### src/rtl/fxp_pkg.sv
// Shared fixed-point constants, FSM state type and saturation helper for the
// sign-magnitude fixed-point arithmetic blocks (divider, multiplier).
package fxp_pkg;

  localparam int DEF_WIDTH = 15;
  localparam int DEF_FBITS = 10;

  typedef enum logic [1:0] {
    ST_IDLE = 2'd0,
    ST_CALC = 2'd1,
    ST_DONE = 2'd2
  } fxp_state_e;

  // Largest representable magnitude for a given magnitude width.
  function automatic logic [31:0] sat_mag(input int width);
    return (32'd1 << width) - 32'd1;
  endfunction

endpackage

### src/rtl/fxp_div.sv
// Sequential sign-magnitude fixed-point divider: restoring division, one
// quotient bit per clock, with saturation and divide-by-zero reporting.
module fxp_div
  import fxp_pkg::*;
#(
  parameter int WIDTH = DEF_WIDTH,
  parameter int FBITS = DEF_FBITS
) (
  input  logic             clk_i,
  input  logic             nReset_i,
  input  logic             start_i,
  input  logic [WIDTH:0]   dividend_i,
  input  logic [WIDTH:0]   divisor_i,
  output logic [WIDTH:0]   quot_o,
  output logic             busy_o,
  output logic             done_o,
  output logic             dz_o,
  output logic             ovf_o
);

  localparam int N     = WIDTH + FBITS;
  localparam int CNT_W = $clog2(N + 1);
  localparam logic [WIDTH-1:0] SAT = WIDTH'(sat_mag(WIDTH));

  fxp_state_e       r_state;
  logic [N-1:0]     r_quo;
  logic [WIDTH:0]   r_rem;
  logic [WIDTH-1:0] r_dvs;
  logic             r_sign;
  logic [CNT_W-1:0] r_cnt;
  logic [WIDTH:0]   r_quot;
  logic             r_busy;
  logic             r_done;
  logic             r_dz;
  logic             r_ovf;

  logic [WIDTH+1:0] w_trial;
  logic [WIDTH+1:0] w_diff;
  logic             w_qbit;
  logic [N-1:0]     w_quo_nxt;

  function automatic logic [WIDTH-1:0] sat_quo(input logic [N-1:0] q);
    return (|q[N-1:WIDTH]) ? SAT : q[WIDTH-1:0];
  endfunction

  // A zero magnitude always carries a positive sign.
  function automatic logic [WIDTH:0] pack_res(input logic sign,
                                              input logic [WIDTH-1:0] mag);
    return {sign & (|mag), mag};
  endfunction

  // r_quo starts as the scaled dividend and shifts quotient bits in from the
  // bottom as the dividend bits shift out of the top.
  always_comb begin
    w_trial   = {r_rem, r_quo[N-1]};
    w_qbit    = (w_trial >= (WIDTH+2)'(r_dvs));
    w_diff    = w_trial - (WIDTH+2)'(r_dvs);
    w_quo_nxt = {r_quo[N-2:0], w_qbit};
  end

  always_ff @(posedge clk_i or negedge nReset_i) begin
    if (!nReset_i) begin
      r_state <= ST_IDLE;
      r_quo   <= '0;
      r_rem   <= '0;
      r_dvs   <= '0;
      r_sign  <= 1'b0;
      r_cnt   <= '0;
      r_quot  <= '0;
      r_busy  <= 1'b0;
      r_done  <= 1'b0;
      r_dz    <= 1'b0;
      r_ovf   <= 1'b0;
    end else begin
      r_done <= 1'b0;
      case (r_state)
        ST_IDLE: begin
          if (start_i) begin
            r_sign <= dividend_i[WIDTH] ^ divisor_i[WIDTH];
            r_dvs  <= divisor_i[WIDTH-1:0];
            r_quo  <= {dividend_i[WIDTH-1:0], {FBITS{1'b0}}};
            r_rem  <= '0;
            r_cnt  <= '0;
            r_busy <= 1'b1;
            if (divisor_i[WIDTH-1:0] == '0) begin
              r_state <= ST_DONE;
              r_done  <= 1'b1;
              r_dz    <= 1'b1;
              r_ovf   <= 1'b0;
              r_quot  <= pack_res(dividend_i[WIDTH] ^ divisor_i[WIDTH], SAT);
            end else begin
              r_state <= ST_CALC;
            end
          end
        end
        ST_CALC: begin
          r_quo <= w_quo_nxt;
          r_rem <= (WIDTH+1)'(w_qbit ? w_diff : w_trial);
          r_cnt <= r_cnt + 1'b1;
          if (r_cnt == CNT_W'(N - 1)) begin
            r_state <= ST_DONE;
            r_done  <= 1'b1;
            r_dz    <= 1'b0;
            r_ovf   <= |w_quo_nxt[N-1:WIDTH];
            r_quot  <= pack_res(r_sign, sat_quo(w_quo_nxt));
          end
        end
        ST_DONE: begin
          r_state <= ST_IDLE;
          r_busy  <= 1'b0;
        end
        default: r_state <= ST_IDLE;
      endcase
    end
  end

  assign quot_o = r_quot;
  assign busy_o = r_busy;
  assign done_o = r_done;
  assign dz_o   = r_dz;
  assign ovf_o  = r_ovf;

endmodule

### config.mk
export PLATFORM = sky130hd
export DESIGN_NAME = fxp_div
export DESIGN_NICKNAME = d
export VERILOG_FILES = /design/src/rtl/fxp_pkg.sv /design/src/rtl/fxp_div.sv
export SDC_FILE = /design/constraint.sdc
export NUM_CORES = 1
export LEC_CHECK = 0
export CAP_MARGIN = 20
export CELL_PAD_IN_SITES_DETAIL_PLACEMENT = 1
export CELL_PAD_IN_SITES_GLOBAL_PLACEMENT = 1
export CORE_MARGIN = 2
export CORE_UTILIZATION = 46
export DETAILED_ROUTE_END_ITERATION = 7
export HOLD_SLACK_MARGIN = 0.12
export PLACE_DENSITY_LB_ADDON = 0.1
export SYNTH_ARGS = -nofsm -noshare
export SYNTH_HDL_FRONTEND = slang
export SYNTH_SLANG_ARGS = --single-unit
### constraint.sdc
create_clock -name clk_i -period 6.7 [get_ports clk_i]
set_input_delay 1.34 -clock clk_i [delete_from_list [all_inputs] [get_ports clk_i]]
set_output_delay 1.34 -clock clk_i [all_outputs]
set_load 0.05 [all_outputs]
# After elaboration in Yosys (flattened, before gate mapping)
# Cells that the tools add are included.
# word_totals
output_inout_bits	20
ff_bits	84
# op_classes
addsub	2
n_reduce_logical	11
n_mux	30
n_lt_le_gt_ge	1
bitwise_logic	2
eq_ne	6
# ops
operator	n
$mux 16	5
$pmux 16 s2	2
$pmux 25 s2	1
$mux 25	1
$ge 17x15->1	1
$sub 16x15->16	1
$logic_not 15->1	1
$mux 15	1
$reduce_or 15->1	1
$mux 1	10
$pmux 5 s2	1
$reduce_or 10->1	1
$pmux 1 s2	4
$reduce_and 2->1	4
$mux 2	3
$ne 2x2->1 const B	3
$add 5x1->5 const B	1
$eq 5x5->1 const B	1
$mux 5	1
$pmux 2 s2	1
$reduce_and 4->1	1
$reduce_bool 2->1	2
$eq 2x1->1 const B	1
$eq 2x2->1 const B	1
other kinds (3)	3

# Longest topological paths before layout
# Gate-level depths: netlist (run 1).
# logic_depth
word_depth	6
mapped_depth	10
mapped_depth_nobuf	9

# Worst setup path after synthesis (run 1)
# No wires, ideal clock.
# synth_path
kind	input to register
start	input port start_i
end	register r_state[1]
path_slack_ns	4.091
n_path_buf	3
required_ns	6.559
stages	6
arrival_ns	2.468
setup_time_ns	0.141
cell_sequence	nor2b_1 > nand2b_1 > clkbuf_1 > clkbuf_1 > clkbuf_1 > o22ai_1
# synth_via
elab_chain_cells	2
# synth_lines
item	line_no	source
start, declared	fxp_div.sv:11	input logic start_i,
$ne 2x2->1 (no source line)	--	
$reduce_and 2->1 (no source line)	--	
end signal, assigned	fxp_div.sv:63	r_state <= ST_IDLE;
end signal, assigned	fxp_div.sv:86	r_state <= ST_DONE;
end signal, assigned	fxp_div.sv:92	r_state <= ST_CALC;
end, declared	fxp_div.sv:25	fxp_state_e r_state;
# Every way passes these cells.
# A chain may end at the register's enable or synchronous reset.

# Worst setup path in the final report (run 1)
# layout_path
start	register r_rem[8]
end	register r_rem[12]
# layout_via
elab_chain_cells	3
elab_cells_between_ends	4
# layout_lines
item	line_no	source
start, declared	fxp_div.sv:27	logic [WIDTH:0] r_rem;
start signal, assigned	fxp_div.sv:98	r_rem <= (WIDTH+1)'(w_qbit ? w_diff : w_trial);
$sub 16x15->16 or $ge 17x15->1 (tied branches)	fxp_div.sv:57, fxp_div.sv:56	
$mux 16 *	fxp_div.sv:98	
$pmux 16 s2 *	fxp_div.sv:76	case (r_state)
# Mark *: on every way between the ends. The rest lies on a longest branch, timed or not.

==> flow_summary.html, run 1 <==
<table>
<tr><th>Metric</th><th>Value</th></tr>
<tr><th colspan="2">STA</th></tr>
<tr><td>Final period utilization</td><td>about half</td></tr>
<tr><td>Worst-case headroom to the max-slew limit</td><td>a little over a third</td></tr>
<tr><td>Sum of negative setup slack</td><td>0 ns</td></tr>
<tr><td>Final period demand of the worst path</td><td>between 3 and 4 ns</td></tr>
<tr><td>Setup repair after global routing missed its margin</td><td>no</td></tr>
<tr><td>Number of setup violations in the final report</td><td>0</td></tr>
<tr><td>Number of max-slew violations in the final report</td><td>0</td></tr>
<tr><td>Worst slew pin tran</td><td>roughly 0.95 ns</td></tr>
<tr><td>Max Freq</td><td>302.4 MHz</td></tr>
<tr><td>Hold violation count in the final report</td><td>0</td></tr>
<tr><td>Setup skew after layout</td><td>roughly 0.0071 ns</td></tr>
<tr><th colspan="2">Setup path</th></tr>
<tr><td>Element type at the critical path start</td><td>register</td></tr>
<tr><td>Worst EP arrival</td><td>about 3.6 ns</td></tr>
<tr><td>Setup slack, reg-to-reg</td><td>~3.4 ns</td></tr>
<tr><td>Worst flop-to-flop path endpoint</td><td>r_rem[12]</td></tr>
<tr><td>Kind of end point of the critical path</td><td>register</td></tr>
<tr><td>Worst setup path endpoint</td><td>r_rem[12]</td></tr>
<tr><td>Worst setup path class</td><td>register to register</td></tr>
<tr><td>Required time at the worst-slack endpoint</td><td>roughly 7.0 ns</td></tr>
<tr><td>Reg-to-reg startpoint</td><td>r_rem[8]</td></tr>
<tr><td>Path depth of the worst reg2reg path</td><td>7</td></tr>
<tr><td>Max FO, Critical Path</td><td>11</td></tr>
<tr><td>First element of the critical path</td><td>r_rem[8]</td></tr>
<tr><th colspan="2">Global route</th></tr>
<tr><td>GR Layer Usage met2</td><td>41.26%</td></tr>
<tr><td>Antenna violations before repair</td><td>0</td></tr>
<tr><td>Wire length of the first global-routing pass</td><td>22090 um</td></tr>
<tr><td>Met1 track demand over resource in global routing</td><td>between 30% and 40%</td></tr>
<tr><td>Total global routing overflow</td><td>0</td></tr>
<tr><td>Number of global-route vias before repair</td><td>4346</td></tr>
<tr><td>Maximum number of pins on one net before global-route repair</td><td>80</td></tr>
<tr><td>Met3 capacity usage during global routing</td><td>around 3.8%</td></tr>
<tr><td>GRT Resource Usage Total</td><td>25.40%</td></tr>
<tr><td>Layer carrying the most global-route usage</td><td>met2</td></tr>
<tr><th colspan="2">Cells and area</th></tr>
<tr><td>Ant. Diodes</td><td>0</td></tr>
<tr><td>Final-layout fill cell count</td><td>between 1000 and 1500</td></tr>
<tr><td>Area taken by flip-flops and latches</td><td>0.002102 mm^2</td></tr>
<tr><td>Synth-to-layout area growth</td><td>17.96%</td></tr>
<tr><td>Nets</td><td>about 620</td></tr>
<tr><td>Fin cells</td><td>roughly 700</td></tr>
<tr><td>Layout Utilization</td><td>a little under three fifths</td></tr>
<tr><td>Multi-input gate area</td><td>0.002260 mm^2</td></tr>
<tr><td>Ratio of cells with drive above 1 in the final layout</td><td>about 5.2%</td></tr>
<tr><th colspan="2">Routing</th></tr>
<tr><td>Detail-routed net length per standard cell</td><td>about 18 um</td></tr>
<tr><td>Average vias per placed instance</td><td>just under 6</td></tr>
<tr><td>Via count</td><td>between 4000 and 5000</td></tr>
<tr><td>DRC</td><td>0</td></tr>
<tr><td>Residual antenna-violating net count after detailed routing</td><td>0</td></tr>
<tr><td>1st-pass router iterations</td><td>4</td></tr>
<tr><td>Total wire length after detailed routing</td><td>12980 um</td></tr>
<tr><td>First-iteration detailed-routing DRC count</td><td>approximately 250</td></tr>
<tr><th colspan="2">Clock tree</th></tr>
<tr><td>Setup repair bufs after CTS</td><td>0</td></tr>
<tr><td>Clock tree from TritonCTS</td><td>done</td></tr>
<tr><td>Maximum buffer depth of the clock tree</td><td>2</td></tr>
<tr><td>Gates resized, CTS repair</td><td>0</td></tr>
<tr><td>Clock Root Buffer</td><td>clkbuf_8</td></tr>
<tr><td>Number of H-tree levels</td><td>3</td></tr>
<tr><td>Post-CTS Hold Fix Bufs</td><td>0</td></tr>
<tr><td>Clock slew at reported path FFs</td><td>approximately 0.090 ns</td></tr>
<tr><td>Total clock buffers created by CTS</td><td>9</td></tr>
<tr><td>TritonCTS Sinks</td><td>between 80 and 90</td></tr>
<tr><td>Clock latency at the later pin of the worst-skew pair</td><td>roughly 0.37 ns</td></tr>
<tr><th colspan="2">Yosys</th></tr>
<tr><td>Post-synth design cell area</td><td>between 0.004 and 0.005 mm^2</td></tr>
<tr><td>Top cells by instance count after synthesis</td><td>dfrtp_1, nand2_1, nor2_1</td></tr>
<tr><td>Mean instance size in the synthesized netlist</td><td>roughly 8.6 um^2</td></tr>
<tr><td>Synth Net Count</td><td>between 500 and 600</td></tr>
<tr><td>Largest area contributor in the netlist</td><td>dfrtp_1</td></tr>
<tr><td>Register area share after synthesis</td><td>approximately 46%</td></tr>
<tr><td>Cell count after synthesis</td><td>533</td></tr>
<tr><td>Yosys reg bits</td><td>between 80 and 90</td></tr>
<tr><td>Synth Flop Type</td><td>dfrtp_1</td></tr>
<tr><td>Number of distinct library cells after synthesis</td><td>56</td></tr>
<tr><td>Synth warnings</td><td>0</td></tr>
<tr><td>Async set-reset flop share out of synthesis</td><td>between 90% and 100%</td></tr>
<tr><td>Area share of the largest cell type after synthesis</td><td>45.73%</td></tr>
<tr><td>Largest cells by area after synthesis</td><td>dfrtp_1, nand2_1, ha_1, nor2_1, o21ai_0</td></tr>
<tr><td>Number of flops mapped to enable cells by yosys</td><td>0</td></tr>
<tr><th colspan="2">Floorplanning</th></tr>
<tr><td>Initial Utilization</td><td>between 40% and 50%</td></tr>
<tr><td>Total I/O pin count</td><td>55</td></tr>
<tr><td>Die span in y</td><td>~100 um</td></tr>
<tr><td>FP Rows</td><td>36</td></tr>
<tr><td>Die extent in x</td><td>104.0 um</td></tr>
<tr><td>Core area</td><td>between 0.009 and 0.01 mm^2</td></tr>
<tr><td>Die outline area</td><td>approximately 0.011 mm^2</td></tr>
<tr><th colspan="2">Worst hold path</th></tr>
<tr><td>Hold path start</td><td>r_sign</td></tr>
<tr><td>Classification of the worst-slack hold path</td><td>register to register</td></tr>
<tr><th colspan="2">Placed design</th></tr>
<tr><td>Estimated wirelength of the detail-placed design</td><td>9273 um</td></tr>
<tr><td>Number of port buffers</td><td>54</td></tr>
<tr><td># placed instances</td><td>slightly below 700</td></tr>
<tr><td>RD Place Congestion</td><td>roughly 0.91</td></tr>
<tr><th colspan="2">Run status</th></tr>
<tr><td>Outcome</td><td>finished clean</td></tr>
<tr><th colspan="2">Power and ir drop</th></tr>
<tr><td>Total leakage power</td><td>2.307 nW</td></tr>
<tr><td>PD cells</td><td>between 500 and 600 mW/mm^2</td></tr>
<tr><td>Highest ir drop seen on vdd</td><td>0.2652 mV</td></tr>
<tr><td>Overall power</td><td>~3.2 mW</td></tr>
<tr><th colspan="2">Flow run</th></tr>
<tr><td>MaxCap Viol Count</td><td>0</td></tr>
</table>
[registers in the layout (all words and copies together) (netlist names)]
name     flops
r_sign       1
dz_o         1
r_rem       16
ovf_o        1
r_dvs       15
r_quo       25
r_cnt        5
busy_o       1
quot_o      16
done_o       1
r_state      2
[worst min path at each step]
stage / endpoint / depth (start not counted)
finish: r_sign / 2
global route: r_sign / 2
CTS: r_sign / 2
detailed placement: r_sign / 2
global placement: r_sign / 2
floorplan: r_sign / 2
[through the flow]
step | hold WS, ns | cell area [um^2] | setup WS [ns]
2_1_floorplan | 0.4441 | 4597 | 4.091
3_3_place_gp | 0.4595 | 5201 | 2.900
3_5_place_dp | 0.4799 | 5201 | 2.837
4_1_cts | 0.5011 | 5408 | 3.220
5_1_grt | 0.5345 | 5423 | 3.252
6_report | 0.4980 | 5423 | 3.393
[layout make-up]
class | count | share of cell area [%]
inverter | 26 | 1.800
clock inverter | 7 | 1.523
clock buffer | 9 | 2.284
sequential | 84 | 38.76
tap | 133 | 3.069
timing repair buffer | 60 | 10.89
multi-input combinational | 388 | 41.67
[placed cells by master, fill, tap and decap left out, drive strengths merged, types with 2 or more instances in the layout]
| master | count |
|---|---|
| o22ai | 3 |
| o31ai | 9 |
| a41oi | 6 |
| nand4b | 2 |
| buf | 7 |
| a21oi | 27 |
| or3 | 2 |
| dfrtp | 84 |
| nand2b | 3 |
| or4 | 5 |
| nor3 | 8 |
| nand4 | 12 |
| clkinv | 2 |
| a21o | 6 |
| inv | 28 |
| nand3 | 33 |
| clkdlybuf4s50 | 53 |
| o22a | 4 |
| a2111oi | 2 |
| xor2 | 7 |
| a31oi | 16 |
| o21ai | 34 |
| ha | 17 |
| nand2 | 84 |
| o211ai | 5 |
| xnor2 | 5 |
| clkinvlp | 2 |
| clkbuf | 9 |
| o21a | 3 |
| a211oi | 2 |
| nor4 | 6 |
| o311ai | 3 |
| and3 | 8 |
| nor2b | 4 |
| nor2 | 55 |
[report_power, final]
group	switching (mW)	internal (mW)	total, mW	leakage (nW)
clock	0.206	0.177	0.383	0.0980
combinational	1.15	0.702	1.85	1.25
sequential	0.180	0.734	0.914	0.962
total	1.54	1.61	3.15	2.31
[logic make-up (layout without fill, tap and decap cells)]
family	after synthesis	count (layout)	synth area share [%]
mux	1	1	0.2178
compound gates	130	130	18.45
simple gates	227	227	22.89
xor+xnor	12	12	2.286
buf+inv	61	102	5.362
fa+ha+maj	18	18	5.063
flops	84	84	45.73
[worst max-delay path: stages, from the launching register on]
cell     delay [ns]
dfrtp_1        0.46
ha_1           0.47
nand2_1        0.15
or3_1          0.32
a21o_1         0.20
a21oi_1        0.75
nor2_1         0.39
a311o_1        0.45
[routing by layer]
metal / vias up / part of all wire (%)
met1: 2005 / 46
li1: 1964 / -
met3: 30 / 4.6
met5: - / 0
met4: 0 / 2.7
met2: 109 / 47
(Power assumes the default switching activity.)
==> inputs of run 2 (changes only) <==
- CORE_UTILIZATION: 46 -> 42
- clock period: 6.7 -> 3.3 ns (I/O delays scaled with it)
==> flow_summary.html, run 2 (same netlist as run 1, synthesis figures left out) <==
<table>
<tr><th>Metric</th><th>Value</th></tr>
<tr><th colspan="2">Cells and area</th></tr>
<tr><td>Final-layout fill cell count</td><td>1311 (+14%)</td></tr>
<tr><td>Most flops, register</td><td>r_quo</td></tr>
<tr><td>Synth-to-layout area growth</td><td>18.62%</td></tr>
<tr><td>Multi-input gate area</td><td>0.002260 mm^2 (unchanged)</td></tr>
<tr><td>Most frequent cells in the layout</td><td>nand2_1, dfrtp_1, nor2_1</td></tr>
<tr><td>Ratio of cells with drive above 1 in the final layout</td><td>6.034% (+0.81 points)</td></tr>
<tr><td>Flip-flop count of the largest register, all copies and words added</td><td>25 (unchanged)</td></tr>
<tr><td>Nets</td><td>628 (+0.96%)</td></tr>
<tr><td>Ant. Diodes</td><td>0 (unchanged)</td></tr>
<tr><td>Area taken by flip-flops and latches</td><td>0.002102 mm^2 (unchanged)</td></tr>
<tr><th colspan="2">Global route</th></tr>
<tr><td>Number of global-route vias before repair</td><td>4226 (-2.8%)</td></tr>
<tr><td>GRT Resource Usage Total</td><td>24.21% (-1.2 points)</td></tr>
<tr><td>Total global routing overflow</td><td>0 (unchanged)</td></tr>
<tr><td>Antenna violations before repair</td><td>0 (unchanged)</td></tr>
<tr><td>Maximum number of pins on one net before global-route repair</td><td>58 (-28%)</td></tr>
<tr><td>Wire length of the first global-routing pass</td><td>22060 um (-0.15%)</td></tr>
<tr><th colspan="2">Floorplanning</th></tr>
<tr><td>Core area</td><td>0.01075 mm^2 (+10%)</td></tr>
<tr><td>Initial Utilization</td><td>42.78% (-4.5 points)</td></tr>
<tr><td>Die outline area</td><td>0.01180 mm^2 (+9.2%)</td></tr>
<tr><td>FP Rows</td><td>38 (+5.6%)</td></tr>
<tr><td>Die extent in x</td><td>108.6 um (+4.5%)</td></tr>
<tr><td>Total I/O pin count</td><td>55 (unchanged)</td></tr>
<tr><td>Die span in y</td><td>108.6 um (+4.5%)</td></tr>
<tr><th colspan="2">Flow run</th></tr>
<tr><td>MaxCap Viol Count</td><td>0 (unchanged)</td></tr>
<tr><th colspan="2">Clock tree</th></tr>
<tr><td>Total clock buffers created by CTS</td><td>9 (unchanged)</td></tr>
<tr><td>Maximum buffer depth of the clock tree</td><td>2 (unchanged)</td></tr>
<tr><td>Post-CTS Hold Fix Bufs</td><td>0 (unchanged)</td></tr>
<tr><td>Clock tree from TritonCTS</td><td>done</td></tr>
<tr><td>TritonCTS Sinks</td><td>84 (unchanged)</td></tr>
<tr><td>Gates resized, CTS repair</td><td>0 (unchanged)</td></tr>
<tr><td>Setup repair bufs after CTS</td><td>0 (unchanged)</td></tr>
<tr><td>Clock Root Buffer</td><td>clkbuf_8</td></tr>
<tr><td>Clock latency at the later pin of the worst-skew pair</td><td>0.37 ns (about the same)</td></tr>
<tr><td>Clock slew at reported path FFs</td><td>0.09 ns (about the same)</td></tr>
<tr><td>Number of H-tree levels</td><td>3 (unchanged)</td></tr>
<tr><th colspan="2">STA</th></tr>
<tr><td>Tightest hold margin</td><td>0.3673 ns (-0.1307 ns)</td></tr>
<tr><td>Number of max-slew violations in the final report</td><td>0 (unchanged)</td></tr>
<tr><td>Final period utilization</td><td>85.64% (+36 points)</td></tr>
<tr><td>Number of setup violations in the final report</td><td>0 (unchanged)</td></tr>
<tr><td>Hold violation count in the final report</td><td>0 (unchanged)</td></tr>
<tr><td>Worst slew pin tran</td><td>0.7916 ns (-0.1609 ns)</td></tr>
<tr><td>Setup repair after global routing missed its margin</td><td>no</td></tr>
<tr><td>Worst-case headroom to the max-slew limit</td><td>47.23% (+11 points)</td></tr>
<tr><td>Max Freq</td><td>353.9 MHz (+17%)</td></tr>
<tr><td>Final period demand of the worst path</td><td>2.826 ns (-0.4807 ns)</td></tr>
<tr><td>Setup skew after layout</td><td>0.008136 ns (+0.001041 ns)</td></tr>
<tr><td>Sum of negative setup slack</td><td>0 ns (unchanged)</td></tr>
<tr><th colspan="2">Routing</th></tr>
<tr><td>First-iteration detailed-routing DRC count</td><td>273 (+9.6%)</td></tr>
<tr><td>Detail-routed net length per standard cell</td><td>18.67 um (+1.7%)</td></tr>
<tr><td>DRC</td><td>0 (unchanged)</td></tr>
<tr><td>1st-pass router iterations</td><td>4 (unchanged)</td></tr>
<tr><td>Average vias per placed instance</td><td>5.706 (-1.8%)</td></tr>
<tr><td>Residual antenna-violating net count after detailed routing</td><td>0 (unchanged)</td></tr>
<tr><td>Via count</td><td>4108 (unchanged)</td></tr>
<tr><td>Total wire length after detailed routing</td><td>13440 um (+3.5%)</td></tr>
<tr><th colspan="2">Power and ir drop</th></tr>
<tr><td>Highest ir drop seen on vdd</td><td>0.4254 mV (+60%)</td></tr>
<tr><td>Total leakage power</td><td>2.324 nW (+0.73%)</td></tr>
<tr><td>PD cells</td><td>1158 mW/mm^2 (+99%)</td></tr>
<tr><th colspan="2">Placed design</th></tr>
<tr><td>RD Place Congestion</td><td>0.8585 (-5.7%)</td></tr>
<tr><td>Number of port buffers</td><td>54 (unchanged)</td></tr>
<tr><td>Estimated wirelength of the detail-placed design</td><td>9704 um (+4.7%)</td></tr>
<tr><th colspan="2">Setup path</th></tr>
<tr><td>Max FO, Critical Path</td><td>4 (-7)</td></tr>
<tr><td>Worst setup path class</td><td>register to register</td></tr>
<tr><td>Required time at the worst-slack endpoint</td><td>3.55 ns (-3.41 ns)</td></tr>
<tr><td>Kind of end point of the critical path</td><td>register</td></tr>
<tr><td>Element type at the critical path start</td><td>register</td></tr>
<tr><td>Worst EP arrival</td><td>3.08 ns (-0.48 ns)</td></tr>
<tr><th colspan="2">Worst hold path</th></tr>
<tr><td>Classification of the worst-slack hold path</td><td>input port to asynchronous set/reset pin</td></tr>
<tr><th colspan="2">Run status</th></tr>
<tr><td>Outcome</td><td>finished clean</td></tr>
</table>
[run 2: per-layer routing]
layer / global-route usage, % / wire length, um
met2: 38.44 / 6312
met1: 34.40 / 6187
met5: 0 / 0
met4: 6.685 / 298
met3: 3.885 / 641
[run 2: worst max-delay path, stage by stage (launching register included)]
cell and delay [ns]:
dfrtp_1 0.37, inv_1 0.05, ha_1 0.22, fa_1 0.41, nand2b_1 0.18, a211oi_1 0.40
o221ai_1 0.27, a21boi_0 0.41, a2111oi_4 0.09, a311o_1 0.30
[run 2: final timing paths]
kind / cells past startpoint / end / start / slack, ns
worst max-delay path: 9 / r_rem[12] / r_quo[24] / 0.47
worst min-delay path: 1 / r_dvs[4] / nReset_i / 0.37
worst max register to register: 9 / r_rem[12] / r_quo[24] / 0.47
worst min register to register: 2 / r_dvs[0] / r_dvs[0] / 0.50
max in group asynchronous: 2 / r_quo[16] / nReset_i / 2.29
min in group clk_i: 2 / r_dvs[0] / r_dvs[0] / 0.50
[run 2: cell type report]
class	count	share of cell area, %
sequential	84	38.55
timing repair buffer	66	11.75
tap	140	3.212
clock buffer	11	2.593
multi-input combinational	388	41.44
clock inverter	5	0.6654
inverter	26	1.790
[run 2: power by group]
| group | internal (mW) | total [mW] | switching (mW) | leakage [nW] |
|---|---|---|---|---|
| sequential | 1.49 | 1.84 | 0.354 | 0.962 |
| clock | 0.296 | 0.702 | 0.406 | 0.0820 |
| combinational | 1.45 | 3.77 | 2.33 | 1.28 |
| total | 3.23 | 6.32 | 3.09 | 2.32 |
[run 2: per-stage QoR]
stage / utilization [%] / power (mW) / area, um^2 / instances / setup WS (ns)
finish: 50.75 / 6.316 / 5453 / 720 / 0.4739
global route: 50.75 / 6.881 / 5453 / 720 / 0.3195
CTS: 50.75 / 6.326 / 5453 / 720 / 0.4853
detailed placement: 49.09 / 5.603 / 5275 / 704 / 0.5082
global placement: 49.09 / 5.451 / 5275 / 704 / 0.6049
floorplan: - / 4.556 / 4597 / 533 / 0.8485
